[config.mk]
export PLATFORM = sky130hd
export DESIGN_NAME = stage_sequencer
export DESIGN_NICKNAME = d
export VERILOG_FILES = /design/src/rtl/proc_pkg.sv /design/src/rtl/wrap_counter.sv /design/src/rtl/stage_sequencer.sv
export SDC_FILE = /design/constraint.sdc
export NUM_CORES = 1
export LEC_CHECK = 0
export BUFFER_PORTS_ARGS = -buffer_cell sky130_fd_sc_hd__buf_2
export CORE_MARGIN = 2
export CORE_UTILIZATION = 35
export CTS_BUF_LIST = sky130_fd_sc_hd__clkbuf_16
export CTS_CLUSTER_SIZE = 20
export DETAILED_ROUTE_END_ITERATION = 12
export HOLD_SLACK_MARGIN = 0.08
export PLACE_DENSITY = 0.62
export RECOVER_POWER = 50
export SYNTH_ARGS = -nofsm -noshare
export SYNTH_HDL_FRONTEND = slang
export SYNTH_SLANG_ARGS = --single-unit
[constraint.sdc]
create_clock -name Clock -period 2.4 [get_ports Clock]
set_clock_uncertainty 0.15 [all_clocks]
set_input_delay 0.36 -clock Clock [delete_from_list [all_inputs] [get_ports Clock]]
set_output_delay 0.36 -clock Clock [all_outputs]
set_load 0.1 [all_outputs]
[src/rtl/proc_pkg.sv]
// proc_pkg: fault codes and sequencer state type shared by the stage sequencer
package proc_pkg;
  localparam logic [1:0] FAULT_NONE    = 2'b00;
  localparam logic [1:0] FAULT_TIMEOUT = 2'b01;
  localparam logic [1:0] FAULT_MEMERR  = 2'b10;
  typedef enum logic [1:0] {IDLE, ACTIVE, FAULT} seq_state_t;
endpackage

[src/rtl/wrap_counter.sv]
// wrap_counter: free-wrapping up counter with enable and synchronous clear
module wrap_counter #(
  parameter int W = 8
) (
  input  logic         clk,
  input  logic         clr,
  input  logic         en,
  output logic [W-1:0] q
);
  always_ff @(posedge clk) q <= clr ? '0 : en ? q + W'(1) : q;
endmodule

[src/rtl/stage_sequencer.sv]
// stage_sequencer: multi-cycle instruction stage controller with memory waits, step mode and sticky fault
module stage_sequencer
  import proc_pkg::*;
#(
  parameter int NUM_STAGES = 5,
  parameter int MEM_STAGE  = 4,
  parameter int TIMEOUT    = 16,
  parameter int CNT_W      = 32
) (
  input  logic             Clock,
  input  logic             Reset_n,
  input  logic             Run,
  input  logic             Step_Mode,
  input  logic             Step,
  input  logic             Mem_Access,
  input  logic             MEM_MFC,
  input  logic             MEM_ERROR,
  output logic [3:0]       Stage,
  output logic             Stage_Done,
  output logic             Mem_Req,
  output logic             Busy,
  output logic             Fault,
  output logic [1:0]       Fault_Code,
  output logic [CNT_W-1:0] Instr_Count,
  output logic [CNT_W-1:0] Cycle_Count
);
  seq_state_t state, state_n;
  logic [3:0] stage, stage_n;
  logic [1:0] code, code_n;
  logic [7:0] wait_cnt;
  logic mem_bound, err, tmo, done, last, start, go;
  assign mem_bound = state == ACTIVE && (stage == 4'd1 || (stage == 4'(MEM_STAGE) && Mem_Access));
  assign err       = mem_bound && MEM_ERROR;
  assign tmo       = mem_bound && !MEM_MFC && wait_cnt == 8'(TIMEOUT - 1);
  assign done      = state == ACTIVE && (!mem_bound || (MEM_MFC && !MEM_ERROR));
  assign last      = done && stage == 4'(NUM_STAGES);
  assign start     = Step_Mode ? Step : Run;
  assign go        = !Step_Mode && Run;
  always_comb begin
    state_n = state;
    stage_n = stage;
    code_n  = code;
    if (state == IDLE && start) begin
      state_n = ACTIVE;
      stage_n = 4'd1;
    end else if (err || tmo) begin
      state_n = FAULT;
      stage_n = 4'd0;
      code_n  = err ? FAULT_MEMERR : FAULT_TIMEOUT;
    end else if (last) begin
      state_n = go ? ACTIVE : IDLE;
      stage_n = go ? 4'd1 : 4'd0;
    end else if (done) begin
      stage_n = stage + 4'd1;
    end
  end
  always_ff @(posedge Clock) begin
    if (!Reset_n) begin
      state <= IDLE;
      stage <= 4'd0;
      code  <= FAULT_NONE;
    end else begin
      state <= state_n;
      stage <= stage_n;
      code  <= code_n;
    end
  end
  wrap_counter #(.W(8)) u_wait (
    .clk(Clock), .clr(!Reset_n || state != ACTIVE || done), .en(mem_bound && !MEM_MFC), .q(wait_cnt)
  );
  wrap_counter #(.W(CNT_W)) u_instr (
    .clk(Clock), .clr(!Reset_n), .en(last), .q(Instr_Count)
  );
  wrap_counter #(.W(CNT_W)) u_cycle (
    .clk(Clock), .clr(!Reset_n), .en(state == ACTIVE), .q(Cycle_Count)
  );
  assign Stage      = stage;
  assign Stage_Done = done;
  assign Mem_Req    = mem_bound;
  assign Busy       = state == ACTIVE;
  assign Fault      = state == FAULT;
  assign Fault_Code = code;
endmodule

== Word-level counts from Yosys, hierarchy flattened ==
Cells that the tools add are included.

* Add/sub/neg operators: 4
* $mul: 0
* Divide/modulo/power cells: 0
* Magnitude comparators: 0
* Eq/ne operators: 7
* Shift-type cells: 0
* Muxes and demuxes: 11
* Bitwise logic cells: 2
* Reduce and logical (&&, ||, !) cells: 28

{| class="wikitable"
|+ Operators by type and width
! operator !! number
|-
| 32-bit by 1-bit adder with 32-bit output, second input constant || 2
|-
| 1-bit logical AND || 10
|-
| 8-bit by 1-bit adder with 8-bit output, second input constant || 1
|-
| 4-bit by 3-bit equality test with 1-bit output, second input constant || 2
|-
| 8-bit by 4-bit equality test with 1-bit output, second input constant || 1
|-
| 4-bit 2-to-1 mux || 2
|-
| 1-bit 2-to-1 mux || 6
|-
| 2-bit 2-to-1 mux || 3
|-
| 1-bit zero test || 5
|-
| 1-bit logical OR || 5
|-
| 4-bit by 1-bit adder with 4-bit output, second input constant || 1
|-
| 4-bit by 1-bit equality test with 1-bit output, second input constant || 1
|-
| 2-bit nonzero test || 2
|-
| 4-bit nonzero test || 1
|-
| 3-bit nonzero test || 1
|-
| 3-bit OR reduction || 1
|-
| 2-bit by 1-bit equality test with 1-bit output, second input constant || 1
|-
| 2-bit equality test, second input constant || 1
|-
| 2-bit zero test || 1
|-
| 2-bit by 1-bit inequality test with 1-bit output, second input constant || 1
|-
| 1-bit inverter || 2
|-
| 2-bit AND reduction || 1
|-
| 2-bit OR reduction || 1
|}

* Register bits after elaboration: 80
* Latch bits: 0
* Memory bits (writable): 0
* Memory bits (read-only): 0
* Input bits: 8
* Output and inout port bits: 74
* Logic and storage cells: 60
* Memories kept: 0

== Depth between registers and ports, before layout ==
* Depth after elaboration: 11
* Mapped depth: 8
* Depth with buffers taken out: 7

== Cells and area by module ==
Synthesis repeated with hierarchy kept, for this count alone.

* Cells, all modules: 461
* Area, all modules: 4021.4 um^2

{| class="wikitable"
|+ By module, submodules not included
! module !! times used !! cells each !! area each (um^2) !! seq. area each (um^2)
|-
| wrap_counter at u_cycle ... || 2 || 181 || 1564.0 || 640.6
|-
| stage_sequencer || 1 || 62 || 554.3 || 160.2
|-
| wrap_counter at u_wait || 1 || 37 || 339.1 || 160.2
|}

== Least setup slack after synthesis ==
OpenSTA, ideal clock, no wires.

* Kind: register to register
* From: reg stage[0], in the netlist Stage[0]
* To: reg u_wait.q[0]
* Library setup time: 0.075 ns
* Arrival time: 3.645 ns
* Data required time: 2.175 ns
* Setup slack: -1.469 ns
* Stages on the path, launching flop included: 6
* Buffers on the path: 0
* Clock period less this slack: 3.869 ns
* Cells stage by stage: dfxtp_1 -> ha_1 -> nand2b_1 -> a211oi_2 -> nand3b_1 -> nor2_1

* Longest elaborated chain between the ends: 8
* Elaborated cells on any way between the ends: 10
* Those cells by class: eq/ne: 2; reduce/logical: 8

{| class="wikitable"
|+ Ends and longest elaborated chain
! item !! line !! source
|-
| start: declaration || stage_sequencer.sv:28 || <nowiki>logic [3:0] stage, stage_n;</nowiki>
|-
| start signal: assignment || stage_sequencer.sv:64 || <nowiki>stage <= stage_n;</nowiki>
|-
| 4-bit by 3-bit equality test with 1-bit output || stage_sequencer.sv:32 || <nowiki>assign mem_bound = state == ACTIVE && (stage == 4'd1 || (stage == 4'(MEM_STAGE) && Mem_Access));</nowiki>
|-
| 1-bit logical AND || stage_sequencer.sv:32 ||
|-
| 1-bit logical OR * || stage_sequencer.sv:32 ||
|-
| 1-bit logical AND * || stage_sequencer.sv:32 ||
|-
| net Mem_Req || stage_sequencer.sv:20 || <nowiki>output logic Mem_Req,</nowiki>
|-
| 1-bit zero test || stage_sequencer.sv:35 || <nowiki>assign done = state == ACTIVE && (!mem_bound || (MEM_MFC && !MEM_ERROR));</nowiki>
|-
| 1-bit logical OR || stage_sequencer.sv:35 ||
|-
| 1-bit logical AND || stage_sequencer.sv:35 ||
|-
| 1-bit logical OR || stage_sequencer.sv:69 || <nowiki>.clk(Clock), .clr(!Reset_n || state != ACTIVE || done), .en(mem_bound && !MEM_MFC), .q(wait_cnt)</nowiki>
|-
| end signal: assignment || wrap_counter.sv:10 || <nowiki>always_ff @(posedge clk) q <= clr ? '0 : en ? q + W'(1) : q;</nowiki>
|-
| end: declaration || wrap_counter.sv:8 || <nowiki>output logic [W-1:0] q</nowiki>
|}

Mark *: on every way through the listed nets, which the timed path passes. The rest lies on a longest branch.
A chain may end at the register's enable or synchronous reset.

== Worst setup path in the final report ==
* From: reg stage[1], in the netlist Stage[1]
* To: reg u_instr.q[31]

* Longest elaborated chain between the ends: 8
* Elaborated cells on any way between the ends: 10
* Those cells by class: eq/ne: 3; reduce/logical: 7

{| class="wikitable"
|+ Ends and longest elaborated chain
! item !! line !! source
|-
| 4-bit by 3-bit equality test with 1-bit output || stage_sequencer.sv:32 ||
|-
| 1-bit logical AND || stage_sequencer.sv:32 ||
|-
| 1-bit logical OR || stage_sequencer.sv:32 ||
|-
| 1-bit logical AND || stage_sequencer.sv:32 ||
|-
| 1-bit zero test || stage_sequencer.sv:35 ||
|-
| 1-bit logical OR || stage_sequencer.sv:35 ||
|-
| 1-bit logical AND || stage_sequencer.sv:35 ||
|-
| 1-bit logical AND * || stage_sequencer.sv:36 || <nowiki>assign last = done && stage == 4'(NUM_STAGES);</nowiki>
|-
| end signal: assignment || wrap_counter.sv:10 ||
|-
| end: declaration || wrap_counter.sv:8 ||
|}

Mark *: on every way between the ends. The rest lies on a longest branch, timed or not.

==> metrics.md <==
| Metric | Value |
|---|---|
| Share of power burned in registers | `between 40% and 50%` |
| Count of nets after finishing | `around 550` |
| Vias per cell | `roughly 5.2` |
| Combined global-route utilization of all metal layers | `~16%` |
| Total via count after detailed routing | `approximately 3,500` |
| Total cell area at the placement stage | `4590 um2` |
| Switching share of total power | `between 20% and 30%` |
| Via count of the first global-routing pass | `between 3,000 and 4,000` |
| Peak supply drop | `between 0.0002 and 0.0003 V` |
| Required arrival time at the worst endpoint | `roughly 2500 ps` |
| Sink Count | `80` |
| Layout Cells excl Fill | `slightly below 700` |
| Final Cycle Share | `96.4%` |
| Fin util | `a little under half` |
| Horizontal extent of the die | `around 110 um` |
| I/O pin cnt | `between 80 and 90` |
| Count of filler cells inserted in the layout | `approximately 1,100` |
| Number of max-cap violations | `0` |
| Inserted Clock Buffers | `9` |
| Number of DRC markers in iteration 0 | `approximately 110` |
| Overall die area | `between 10,000 and 15,000 um2` |
| Depth of the CTS H-tree | `3` |
| Critical Setup Path Class | `flop to flop` |
| Run status | `finished clean` |
| Clock tree from TritonCTS | `built` |
| Number of setup violations in the final report | `0` |
| Antenna Cells | `0` |
| HPWL reported at the end of detailed placement | `~6400 um` |
| Tightest Pin Transition | `1200 ps` |
| Total placed cells including tap cells | `660` |
| Maximum clock frequency | `~430 MHz` |
| Setup repair after global routing missed its margin | `yes` |
| Worst-path clk slew | `about 60 ps` |
| Wire length per cell | `around 13 um` |
| Share of flip-flops with an asynchronous set or reset | `0%` |
| Register area share after synthesis | `42.4%` |
| Final GP Congestion | `between 0.8 and 0.9` |
| Number of instances in the synthesized netlist | `approximately 450` |
| Wire length of the first global-routing pass | `roughly 15,000 um` |
| Final design instance area without fill | `roughly 4800 um2` |
| Post-route minimum period | `between 2000 and 2500 ps` |
| Signal arrival time at the worst endpoint | `~2400 ps` |
| Root Driver | `sky130_fd_sc_hd__clkbuf_16` |
| Post-Synthesis Cell Area | `3780 um2` |
| Hold buffers post-CTS | `0` |
| Critical Path End Type | `flop` |
| Power Dens Cells | `600 nW/um2` |
| Overflow left after global routing | `0` |
| Count of warnings emitted by yosys | `0` |
| Sum of routed wire length over all layers | `roughly 9000 um` |
| Final Max Tran Viols | `0` |
| Site row count | `37` |
| Maximum fanout along the worst path | `14` |
| Pin count of the biggest net entering global routing | `40` |
| Combinational Power Share | `under 10%` |
| Initial core utilization | `between 30 and 40%` |
| Buffer levels on the longest clock path | `2` |
| Count of nets left with antenna violations after detail routing | `0` |
| Placeable core region | `around 10,000 um2` |
| Critical path launch point type | `flop` |
| Latest clock arrival within the worst-skew pair | `330 ps` |
| Number of enable flip-flop cells after synthesis | `0` |
| Cell leakage power | `0.00156 uW` |
| PortBufs | `81` |
| Pre-antenna DRT Iters | `4` |
| Class of the tightest hold or removal check | `primary input to flop` |
| Share of final-layout standard cells stronger than drive strength 1 | `21.8%` |
| Initial antenna violation count | `0` |
| Number of register bits inferred by synthesis | `80` |
| Vertical die dimension | `roughly 110 um` |
| Total power of the final layout | `2890 uW` |
| Relative slew slack | `20.2%` |
| Internal Dissipation | `~2100 uW` |
| Power share of the clock group | `between 40 and 50%` |
| DR DRC count | `0` |
| Net switching power | `roughly 790 uW` |
| Setup tns final | `0 ps` |
| Count of different cell masters after synthesis | `46` |
| Hold Fails Final Rpt | `0` |
| Synth Flop Type | `sky130_fd_sc_hd__dfxtp_1` |
| Post-synthesis average cell area | `approximately 8.5 um2` |
| Synthesized net count | `460` |
| Area growth from synthesis to layout | `27.4%` |
==> metal layers <==
layer	GRT usage [%]	routed length, um	vias up
met1	21.1	4390	1686
li1	-	-	1753
met5	0	0	-
met3	4.30	445	11
met4	5.86	112	0
met2	25.6	4170	76
==> layout make-up <==
cell class	instances	area (um2)	area share (%)
multi-input combinational	331	2090	43.5
sequential	80	1710	35.6
timing repair buffer	97	478	9.93
clock buffer	9	225	4.68
tap	136	170	3.53
inverter	18	82.6	1.72
clock inverter	7	53.8	1.12
==> worst paths after layout <==
check / from / to / slack, ps / cells past startpoint
setup reg to reg: Stage[1] / u_instr.q[31] / 90 / 7
hold / removal: MEM_ERROR / Fault_Code[0] / 170 / 4
hold reg to reg: Fault_Code[1] / Fault_Code[1] / 310 / 2
setup / recovery: Stage[1] / u_instr.q[31] / 90 / 7
==> power groups by stage <==
stage,sequential [uW],clock [uW],combinational [uW]
detailed placement,1360,0,273
finish,1330,1280,273
global placement,1360,0,271
floorplan,1420,0,150
global route,1330,1400,293
CTS,1330,1320,273
==> sequential cells by signal, summed over array words and instances (netlist names) <==
signal,cells
u_cycle.q,32
u_instr.q,32
u_wait.q,8
Stage,4
Fault_Code,2
state,2
==> what timing repair did <==
action / CTS / global route
buffers inserted: 0 / 2
setup endpoints to repair: 0 / 2
endpoints found under the hold margin: 0 / 0
gates resized for setup: 0 / 2
==> worst max-delay path, cell delays in order (launching register included) <==
cell,delay [ps]
sky130_fd_sc_hd__dfxtp_4,360
sky130_fd_sc_hd__inv_4,70
sky130_fd_sc_hd__ha_4,140
sky130_fd_sc_hd__and3b_2,240
sky130_fd_sc_hd__o211ai_4,100
sky130_fd_sc_hd__or4_4,570
sky130_fd_sc_hd__or4_1,490
sky130_fd_sc_hd__a21oi_1,120
==> cell usage after synthesis (all sizes together), types with 3 or more instances <==
cell	instances	area, um2
a21oi	28	140
clkbuf	14	52.6
nor3	18	90.1
o31ai	4	30.0
buf	3	27.5
o21ai	19	95.1
mux2i	3	30.0
or3	17	106
nand2	35	131
and4	8	70.1
inv	17	63.8
nor4	16	100
nand2b	4	25.0
nor2	54	203
nand3	22	115
nand4	15	100
nor2b	3	18.8
and3	3	18.8
xnor2	37	324
xor2	12	105
or4	7	60.1
dfxtp	80	1600
ha	6	75.1
==> cell usage in the layout, fill, tap and decap left out, types with 3 or more instances in the layout <==
cell type / instances
sky130_fd_sc_hd__or4_4: 3
sky130_fd_sc_hd__xor2_1: 12
sky130_fd_sc_hd__ha_1: 4
sky130_fd_sc_hd__dfxtp_2: 25
sky130_fd_sc_hd__and3_1: 3
sky130_fd_sc_hd__buf_2: 20
sky130_fd_sc_hd__mux2i_1: 3
sky130_fd_sc_hd__o21ai_0: 19
sky130_fd_sc_hd__or3_1: 17
sky130_fd_sc_hd__nor2_1: 53
sky130_fd_sc_hd__dfxtp_1: 34
sky130_fd_sc_hd__nand2_1: 35
sky130_fd_sc_hd__clkbuf_16: 9
sky130_fd_sc_hd__inv_1: 14
sky130_fd_sc_hd__buf_4: 15
sky130_fd_sc_hd__dfxtp_4: 21
sky130_fd_sc_hd__and4_1: 8
sky130_fd_sc_hd__nand2b_1: 3
sky130_fd_sc_hd__nor3_1: 18
sky130_fd_sc_hd__nor4_1: 16
sky130_fd_sc_hd__nand4_1: 14
sky130_fd_sc_hd__a21oi_1: 27
sky130_fd_sc_hd__xnor2_1: 37
sky130_fd_sc_hd__clkbuf_1: 59
sky130_fd_sc_hd__inv_6: 3
sky130_fd_sc_hd__o31ai_1: 4
sky130_fd_sc_hd__or4_1: 4
sky130_fd_sc_hd__nand3_1: 20
==> cell families (layout without fill, tap and decap cells) <==
logic type / Yosys count / in the layout / share of synthesized area, %
flops: 80 / 80 / 42.4
buf+inv: 35 / 131 / 4.24
mux: 3 / 3 / 0.794
simple gates: 211 / 211 / 29.4
compound gates: 62 / 62 / 9.90
fa+ha+maj: 6 / 6 / 1.99
xor+xnor: 49 / 49 / 11.4
==> per-stage QoR <==
stage / hold slack, ps / setup WS [ps]
after global routing: 208 / -0.817
after floorplan: 330 / -301
after detailed placement: 293 / 80.4
after CTS: 162 / 43.2
after global placement: 292 / 121
final: 174 / 85.2
(Power assumes the default switching activity.)
